File: config.mk
export PLATFORM = sky130hd
export DESIGN_NAME = config_loader
export DESIGN_NICKNAME = d
export VERILOG_FILES = /design/src/rtl/config_loader.sv
export SDC_FILE = /design/constraint.sdc
export NUM_CORES = 1
export LEC_CHECK = 0
export CORE_MARGIN = 2
export CORE_UTILIZATION = 41
export CTS_BUF_LIST = sky130_fd_sc_hd__clkbuf_8
export DETAILED_ROUTE_END_ITERATION = 8
export GPL_TIMING_DRIVEN = 0
export PLACE_DENSITY = 0.59
export SYNTH_ARGS = -nofsm -noshare
export SYNTH_HDL_FRONTEND = slang
export SYNTH_SLANG_ARGS = --single-unit
export TNS_END_PERCENT = 1
File: constraint.sdc
create_clock -name clk -period 6.45 [get_ports clk]
set_input_delay 1.29 -clock clk [delete_from_list [all_inputs] [get_ports clk]]
set_output_delay 1.29 -clock clk [all_outputs]
set_load 0.02 [all_outputs]
File: src/rtl/config_loader.sv
`default_nettype none
// ============================================================================
// config_loader: assembles 8-byte host records into config_addr/config_data
// writes and broadcasts each one for HOLD_CYCLES cycles.
// Optional macro CONFIG_LOADER_CHECKSUM_EN appends an XOR checksum byte.
// Revision: 1.0
// ============================================================================
module config_loader #(
    parameter int          HOLD_CYCLES = 2,
    parameter logic [31:0] IDLE_ADDR   = 32'hFFFF_FFFF,
    parameter logic [31:0] END_ADDR    = 32'hFFFF_FFFE
) (
    input  logic        clk,
    input  logic        rst,
    input  logic        start,
    input  logic [7:0]  in_data,
    input  logic        in_valid,
    output logic        in_ready,
    output logic [31:0] config_addr,
    output logic [31:0] config_data,
    output logic        busy,
    output logic        done,
    output logic [15:0] records_written,
    output logic        error
);

    typedef enum logic [1:0] {
        ST_IDLE  = 2'd0,
        ST_RECV  = 2'd1,
        ST_DRIVE = 2'd2,
        ST_DONE  = 2'd3
    } state_t;

    localparam int            HW        = (HOLD_CYCLES > 1) ? $clog2(HOLD_CYCLES) : 1;
    localparam logic [HW-1:0] HOLD_LAST = HW'(HOLD_CYCLES - 1);

`ifdef CONFIG_LOADER_CHECKSUM_EN
    localparam logic [3:0] LAST_BYTE = 4'd8;
`else
    localparam logic [3:0] LAST_BYTE = 4'd7;
`endif

    state_t        state;
    logic [3:0]    byte_cnt;
    logic [63:0]   shreg;
    logic [HW-1:0] hold_cnt;
    logic [63:0]   rec_next;
    logic          csum_bad;

    // Bytes arrive LSB first; once 8 are held, a checksum byte leaves shreg intact.
    assign rec_next = (byte_cnt < 4'd8) ? {in_data, shreg[63:8]} : shreg;

`ifdef CONFIG_LOADER_CHECKSUM_EN
    logic [7:0] csum;
    assign csum_bad = (in_data != csum);
`else
    assign csum_bad = 1'b0;
    assign error    = 1'b0;
`endif

    always_ff @(posedge clk or posedge rst) begin
        if (rst) begin
            state           <= ST_IDLE;
            byte_cnt        <= 4'd0;
            shreg           <= 64'd0;
            hold_cnt        <= '0;
            in_ready        <= 1'b0;
            config_addr     <= IDLE_ADDR;
            config_data     <= 32'd0;
            busy            <= 1'b0;
            done            <= 1'b0;
            records_written <= 16'd0;
`ifdef CONFIG_LOADER_CHECKSUM_EN
            csum            <= 8'd0;
            error           <= 1'b0;
`endif
        end else begin
            case (state)
                ST_IDLE, ST_DONE: begin
                    if (start) begin
                        state           <= ST_RECV;
                        byte_cnt        <= 4'd0;
                        records_written <= 16'd0;
                        done            <= 1'b0;
                        busy            <= 1'b1;
                        in_ready        <= 1'b1;
`ifdef CONFIG_LOADER_CHECKSUM_EN
                        csum            <= 8'd0;
                        error           <= 1'b0;
`endif
                    end
                end
                ST_RECV: begin
                    if (in_valid && in_ready) begin
                        byte_cnt <= byte_cnt + 4'd1;
                        shreg    <= rec_next;
`ifdef CONFIG_LOADER_CHECKSUM_EN
                        csum     <= csum ^ in_data;
`endif
                        if (byte_cnt == LAST_BYTE) begin
                            byte_cnt <= 4'd0;
                            in_ready <= 1'b0;
`ifdef CONFIG_LOADER_CHECKSUM_EN
                            csum     <= 8'd0;
`endif
                            if (csum_bad) begin
                                state <= ST_DONE;
                                busy  <= 1'b0;
`ifdef CONFIG_LOADER_CHECKSUM_EN
                                error <= 1'b1;
`endif
                            end else if (rec_next[31:0] == END_ADDR) begin
                                state <= ST_DONE;
                                busy  <= 1'b0;
                                done  <= 1'b1;
                            end else begin
                                state       <= ST_DRIVE;
                                config_addr <= rec_next[31:0];
                                config_data <= rec_next[63:32];
                                hold_cnt    <= '0;
                            end
                        end
                    end
                end
                ST_DRIVE: begin
                    if (hold_cnt == HOLD_LAST) begin
                        state       <= ST_RECV;
                        in_ready    <= 1'b1;
                        config_addr <= IDLE_ADDR;
                        config_data <= 32'd0;
                        if (records_written != 16'hFFFF)
                            records_written <= records_written + 16'd1;
                    end else begin
                        hold_cnt <= hold_cnt + 1'b1;
                    end
                end
                default: state <= ST_IDLE;
            endcase
        end
    end

endmodule
`default_nettype wire

==> results of run 1 <==
per-stage QoR:
stage	utilization	worst slack (ps)	hold WS (ps)	cells
finish	0.516	3550	498	893
floorplan	-	1060	475	541
global placement	0.489	-1080	475	860
detailed placement	0.491	3300	473	861
global route	0.516	3500	511	893
CTS	0.516	3520	500	893
power breakdown:
group	internal, W	total [W]	leakage, nW	switching (W)
sequential	0.00146	0.00186	1.89	0.000398
clock	0.000427	0.000786	0.217	0.000359
combinational	0.00120	0.00238	1.64	0.00119
cells by family after synthesis:
| group | after synthesis |
|---|---|
| AOI/OAI and AO/OA | 115 |
| other | 1 |
| xor gates and xnor gates | 4 |
| DFF | 154 |
| muxes | 128 |
| and+or+nand+nor | 94 |
| adders and majority gates | 4 |
| buffers and inverters | 41 |
flip-flops by register name (all words and copies together) (netlist names):
name and count:
config_data 32, in_ready 1, hold_cnt 1, shreg 64, state 2, config_addr 32, busy 1, byte_cnt 4
done 1, records_written 16
worst max-delay path by stage:
stage                           startpoint                     endpoint  cells past startpoint
2_1_floorplan                          rst             busy$_DFFE_PP0P_                      1
3_3_place_gp                           rst         shreg[8]$_DFFE_PP0P_                      2
3_5_place_dp                      in_valid  config_addr[19]$_DFFE_PP1P_                      7
4_1_cts        config_addr[20]$_DFFE_PP1P_              config_addr[20]                      1
5_1_grt        config_addr[19]$_DFFE_PP1P_              config_addr[19]                      1
6_report        config_addr[0]$_DFFE_PP1P_               config_addr[0]                      1
cells in the final DEF (no fill, tap or decap), types with 14 or more instances in the layout:
| master | n |
|---|---|
| a2bb2oi_2 | 30 |
| buf_2 | 17 |
| clkbuf_8 | 18 |
| clkdlybuf4s50_1 | 94 |
| dfrtp_1 | 122 |
| dfstp_2 | 32 |
| mux2_2 | 63 |
| mux2i_1 | 64 |
| nand2_1 | 23 |
| nor2_1 | 14 |
| o21ai_0 | 16 |
| o2bb2ai_1 | 32 |
metal layers:
layer | track usage | share of wire | routed length [um]
met5 | 0 | 0 | 0
met4 | 0.0584 | 0.012 | 206
met3 | 0.0470 | 0.041 | 683
met2 | 0.304 | 0.49 | 8050
met1 | 0.254 | 0.46 | 7620
area by class of cell:
cell class	instances	area, um2	share of cell area
plain buffers	32	190	0.0214
clock buffers	18	248	0.0279
clock inverters	14	179	0.0201
inverters	9	38.8	0.00436
multi-input cells	346	3090	0.348
flip-flops and latches	154	3890	0.438
well taps	225	282	0.0317
repair buffers	95	968	0.109
==> reports/metrics.cfg, run 1 <==
[status]
status = finished clean

[yosys]
ys_top_cells_by_area = dfrtp_1 (42%), dfstp_2 (12%), mux2_2 (9.8%)
yosys_warnings = 0
yosysSeqAreaShare = 0.540
yosys.area_share.simple = 0.0767
synth_compound_area_frac = 0.151
synth-edff-count = 0
synth_top_family_by_area = multiplexers
syn_area_um2 = 7210
synth-main-ff-cell = dfrtp_1
async_reset_ff_frac = 1.00
synth_seq_cells = 154
synthTopCellsByCount = dfrtp_1 (122), mux2i_1 (64), mux2_2 (63)
synthXorXnorAreaFrac = 0.00486
synth_area_per_cell_um2 = 13.3
synth.mux.area_fraction = 0.189
yosysTopAreaCellShare = 0.423
synth_nets = 557
syn_inst = 541
ys_types = 54
synth.most_common_cell = dfrtp_1
synth_largest_area_cell = dfrtp_1
synthAdderAreaFrac = 0.00694

[sta]
setup_viol = 0
clock_skew_ps = 7.40
setup-tns-final_ps = 0
slew_headroom = 0.457
finalCriticalPeriod_ps = 2900
finalCritPeriodShare = 0.450
rsz0062_at_grt = false
max_slew.worst_pin.slew_ps = 814
maxSlewViolCount = 0
finalHoldViolCount = 0
timing.fmax_ghz = 0.345

[drt]
drc = 0
ant_nets = 0
drtIter0Drc = 259
via_per_inst = 5.42
detail_route.first_pass.iterations = 4
drt-total-wl_mm = 16.6
wl_per_cell_um = 18.5
vias = 4843

[clocking]
post_cts.resized_instances = 0
cts_sinks = 154
clock_latency_ps = 440
cts.clk_slew.worst_paths_ps = 80
cts_root_buf = clkbuf_8
cts_made_buffers = 17
clk_path_buf_depth = 2
ctsHoldBuffers = 0
cts_tree = yes
post_cts_buffers = 0
cts_max_level = 4

[floorplanning]
die-area_um2 = 18700
die_x_um = 137
dieHeight_um = 137
io_pins = 96
start_util = 0.418
fp.coreArea_um2 = 17200
rows = 48

[min_path]
worstHoldPathCells = 1
hp-start = config_data[24]$_DFFE_PP0P_
hold-path-endpoint = config_data[24]$_DFFE_PP0P_
hold_path.class = reg -> reg

[power_and_ir_drop]
power.density_nw_per_um2 = 566
power_w = 0.00503
leakage_nw = 3.75
max-vdd-ir-drop_uv = 245

[grt]
grt_start_max_net_pins = 99
grt_pass1_wl_mm = 27.2
grt_util_all_layers = 0.190
antenna_found_initial = 0
grt_pass1_vias = 5052
overflow = 0

[worst_setup_path]
crit_required_ps = 5160
crit_type = reg -> out
crit_path_end_kind = output pin
path_delay_family = buffers and inverters
r2r-end = config_data[22]$_DFFE_PP0P_
start_kind = flip-flop
cp_max_fo = 2
crit_chain = clkdlybuf4s50_1
cp_num_buf_inv = 1
crit_slowest_cell = clkdlybuf4s50_1
ff2ff_path_depth = 7
r2r-start = byte_cnt[3]$_DFFE_PP0P_
r2r_slack_ps = 4190
slowest_delay_ps = 600
critPathArrivalTime_ps = 1610

[finish]
layout-drive-gt1-share = 0.290
fillerInstances = 1455
diodes = 0
nets = 671
areaGrowthSynthToFinish_pct = 23.3
finish.instance_area_um2 = 8890

[place]
numPortBuffers = 94
postPlaceCellArea_um2 = 8470
dp_hpwl_mm = 11.9
gp_congestion = 0.823

[job]
drv_cap = 0

(Power assumes the default switching activity.)
==> inputs of run 2 (changes only) <==
==> constraint.sdc (replaced) <==
create_clock -name clk -period 2.95 [get_ports clk]
set_input_delay 0.59 -clock clk [delete_from_list [all_inputs] [get_ports clk]]
set_output_delay 0.59 -clock clk [all_outputs]
set_load 0.02 [all_outputs]
==> run 2 against run 1 <==
Routed wire length up 0.51%. Via count increased by 0.52%. Critical path type is now reg -> reg. Largest power group unchanged. Total power increased by 120%. Sequential share of layout area is 0.45 points lower. Utilization up 0.53 points.
==> reports/metrics.cfg, run 2 (same netlist as run 1, synthesis figures left out) <==
[finish]
top_register = shreg
largestRegisters = shreg (64), config_addr (32), config_data (32)
seq_area_um2 = 3890  ; unchanged
diodes = 0  ; unchanged
areaGrowthSynthToFinish_pct = 24.6
multi_input_area_um2 = 3090  ; unchanged
final_cell_mix = dfrtp_1 (122), clkdlybuf4s50_1 (94), mux2i_1 (64)
finish.instance_area_um2 = 8980  ; +1.0%
nets = 674  ; +0.45%
layout-drive-gt1-share = 0.297  ; +0.00615
final_common_cell = dfrtp_1
fillerInstances = 1472  ; +1.2%
largest_reg_flops = 64  ; unchanged

[drt]
drc = 0  ; unchanged
drt-total-wl_mm = 16.6  ; +0.51%
detail_route.first_pass.iterations = 4  ; unchanged
ant_nets = 0  ; unchanged
vias = 4868  ; +0.52%
wl_per_cell_um = 18.6  ; +0.18%
drtIter0Drc = 323  ; +25%
via_per_inst = 5.43  ; +0.18%

[sta]
finalHoldViolCount = 0  ; unchanged
setup_ws_ps = 684  ; -2870 ps
timing.fmax_ghz = 0.441
setup_viol = 0  ; unchanged
clock_skew_ps = 10.4  ; +3.04 ps
finalCriticalPeriod_ps = 2270
max_slew.worst_pin.slew_ps = 792  ; -22.0 ps
maxSlewViolCount = 0  ; unchanged
rsz0062_at_grt = false
finalCritPeriodShare = 0.768
slew_headroom = 0.472  ; +0.0147

[clocking]
post_cts.resized_instances = 0  ; unchanged
cts_tree = yes
clock_latency_ps = 460  ; +20 ps
cts.clk_slew.worst_paths_ps = 80  ; about the same
clk_path_buf_depth = 2  ; unchanged
ctsHoldBuffers = 0  ; unchanged
cts_max_level = 4  ; unchanged
cts_sinks = 154  ; unchanged
cts_made_buffers = 17  ; unchanged
post_cts_buffers = 0  ; unchanged
cts_root_buf = clkbuf_8

[floorplanning]
io_pins = 96  ; unchanged
start_util = 0.418  ; unchanged
die_x_um = 137  ; unchanged
dieHeight_um = 137  ; unchanged
rows = 48  ; unchanged
fp.coreArea_um2 = 17200  ; unchanged
die-area_um2 = 18700  ; unchanged

[worst_setup_path]
cp_max_fo = 10  ; +8
ff2ff_path_depth = 6  ; -1
start_kind = flip-flop
crit_required_ps = 3290  ; -1870 ps
crit_chain = nand4_1, nor4_2, nor2_1, o211ai_2, buf_2, o2bb2ai_1
slowest_delay_ps = 480  ; -120 ps
critPathArrivalTime_ps = 2610  ; +1000 ps
crit_type = reg -> reg
crit_slowest_cell = dfrtp_1
path_delay_family = simple AND/OR/NAND/NOR gates
cp.depth = 6  ; +5
crit_path_end_kind = flip-flop
cp_num_buf_inv = 1  ; unchanged

[job]
drv_cap = 0  ; unchanged

[place]
post-place-ws_ps = 480  ; -2820 ps
postPlaceCellArea_um2 = 8520  ; +0.61%
dp_hpwl_mm = 12.0  ; +0.61%
gp_congestion = 0.829  ; +0.78%
numPortBuffers = 94  ; unchanged

[grt]
grt_start_max_net_pins = 44  ; -56%
grt_pass1_wl_mm = 26.9  ; -1.3%
grt_pass1_vias = 5035  ; -0.34%
overflow = 0  ; unchanged
grt_util_all_layers = 0.188  ; -0.00138
antenna_found_initial = 0  ; unchanged

[power_and_ir_drop]
leakage_nw = 3.78  ; +0.88%
power.density_nw_per_um2 = 1240  ; +120%
max-vdd-ir-drop_uv = 605  ; +150%

[status]
status = finished clean

[min_path]
hold_path.class = reg -> reg
worstHoldPathCells = 1  ; unchanged

## run 2: cell count changes in the layout (fill, tap and decap cells not counted)
cell and change:
buf_16 -1, inv_1 -2, clkinv_2 -2, bufinv_16 +1
clkinv_4 +3, buf_12 +4
## run 2: area by class of cell
class	instances	share of cell area
inverters	9	0.00418
repair buffers	98	0.114
flip-flops and latches	154	0.433
well taps	225	0.0313
clock buffers	18	0.0276
multi-input cells	346	0.344
clock inverters	14	0.0244
plain buffers	32	0.0212
## run 2: path summary, 6_finish.rpt
path                                              from  slack (ps)                          end
setup / recovery                 shreg[31]$_DFFE_PP0P_         680   config_data[9]$_DFFE_PP0P_
hold / removal             config_data[10]$_DFFE_PP0P_         500  config_data[10]$_DFFE_PP0P_
setup reg to reg                 shreg[31]$_DFFE_PP0P_         680   config_data[9]$_DFFE_PP0P_
hold reg to reg            config_data[10]$_DFFE_PP0P_         500  config_data[10]$_DFFE_PP0P_
max in group asynchronous                          rst        1540  config_addr[19]$_DFFE_PP1P_
min in group asynchronous                          rst         540        shreg[45]$_DFFE_PP0P_
## run 2: through the flow
stage / hold slack (ps) / TNS [ps] / cells / power, W / utilization
global route: 512 / 0 / 896 / 0.0118 / 0.521
CTS: 503 / 0 / 896 / 0.0113 / 0.521
detailed placement: 472 / 0 / 864 / 0.00939 / 0.494
finish: 495 / 0 / 896 / 0.0112 / 0.521
floorplan: 475 / 0 / 541 / 0.00753 / -
global placement: 474 / -111400 / 860 / 0.00924 / 0.489
## run 2: per-layer routing
metal / GRT usage / share of wire
met5: 0 / 0
met4: 0.0637 / 0.018
met3: 0.0489 / 0.045
met2: 0.298 / 0.48
met1: 0.252 / 0.46
## run 2: report_power, final
group / internal (W) / switching [W]
registers: 0.00320 / 0.000885
clock network: 0.00103 / 0.000827
logic: 0.00262 / 0.00260
total: 0.00685 / 0.00431
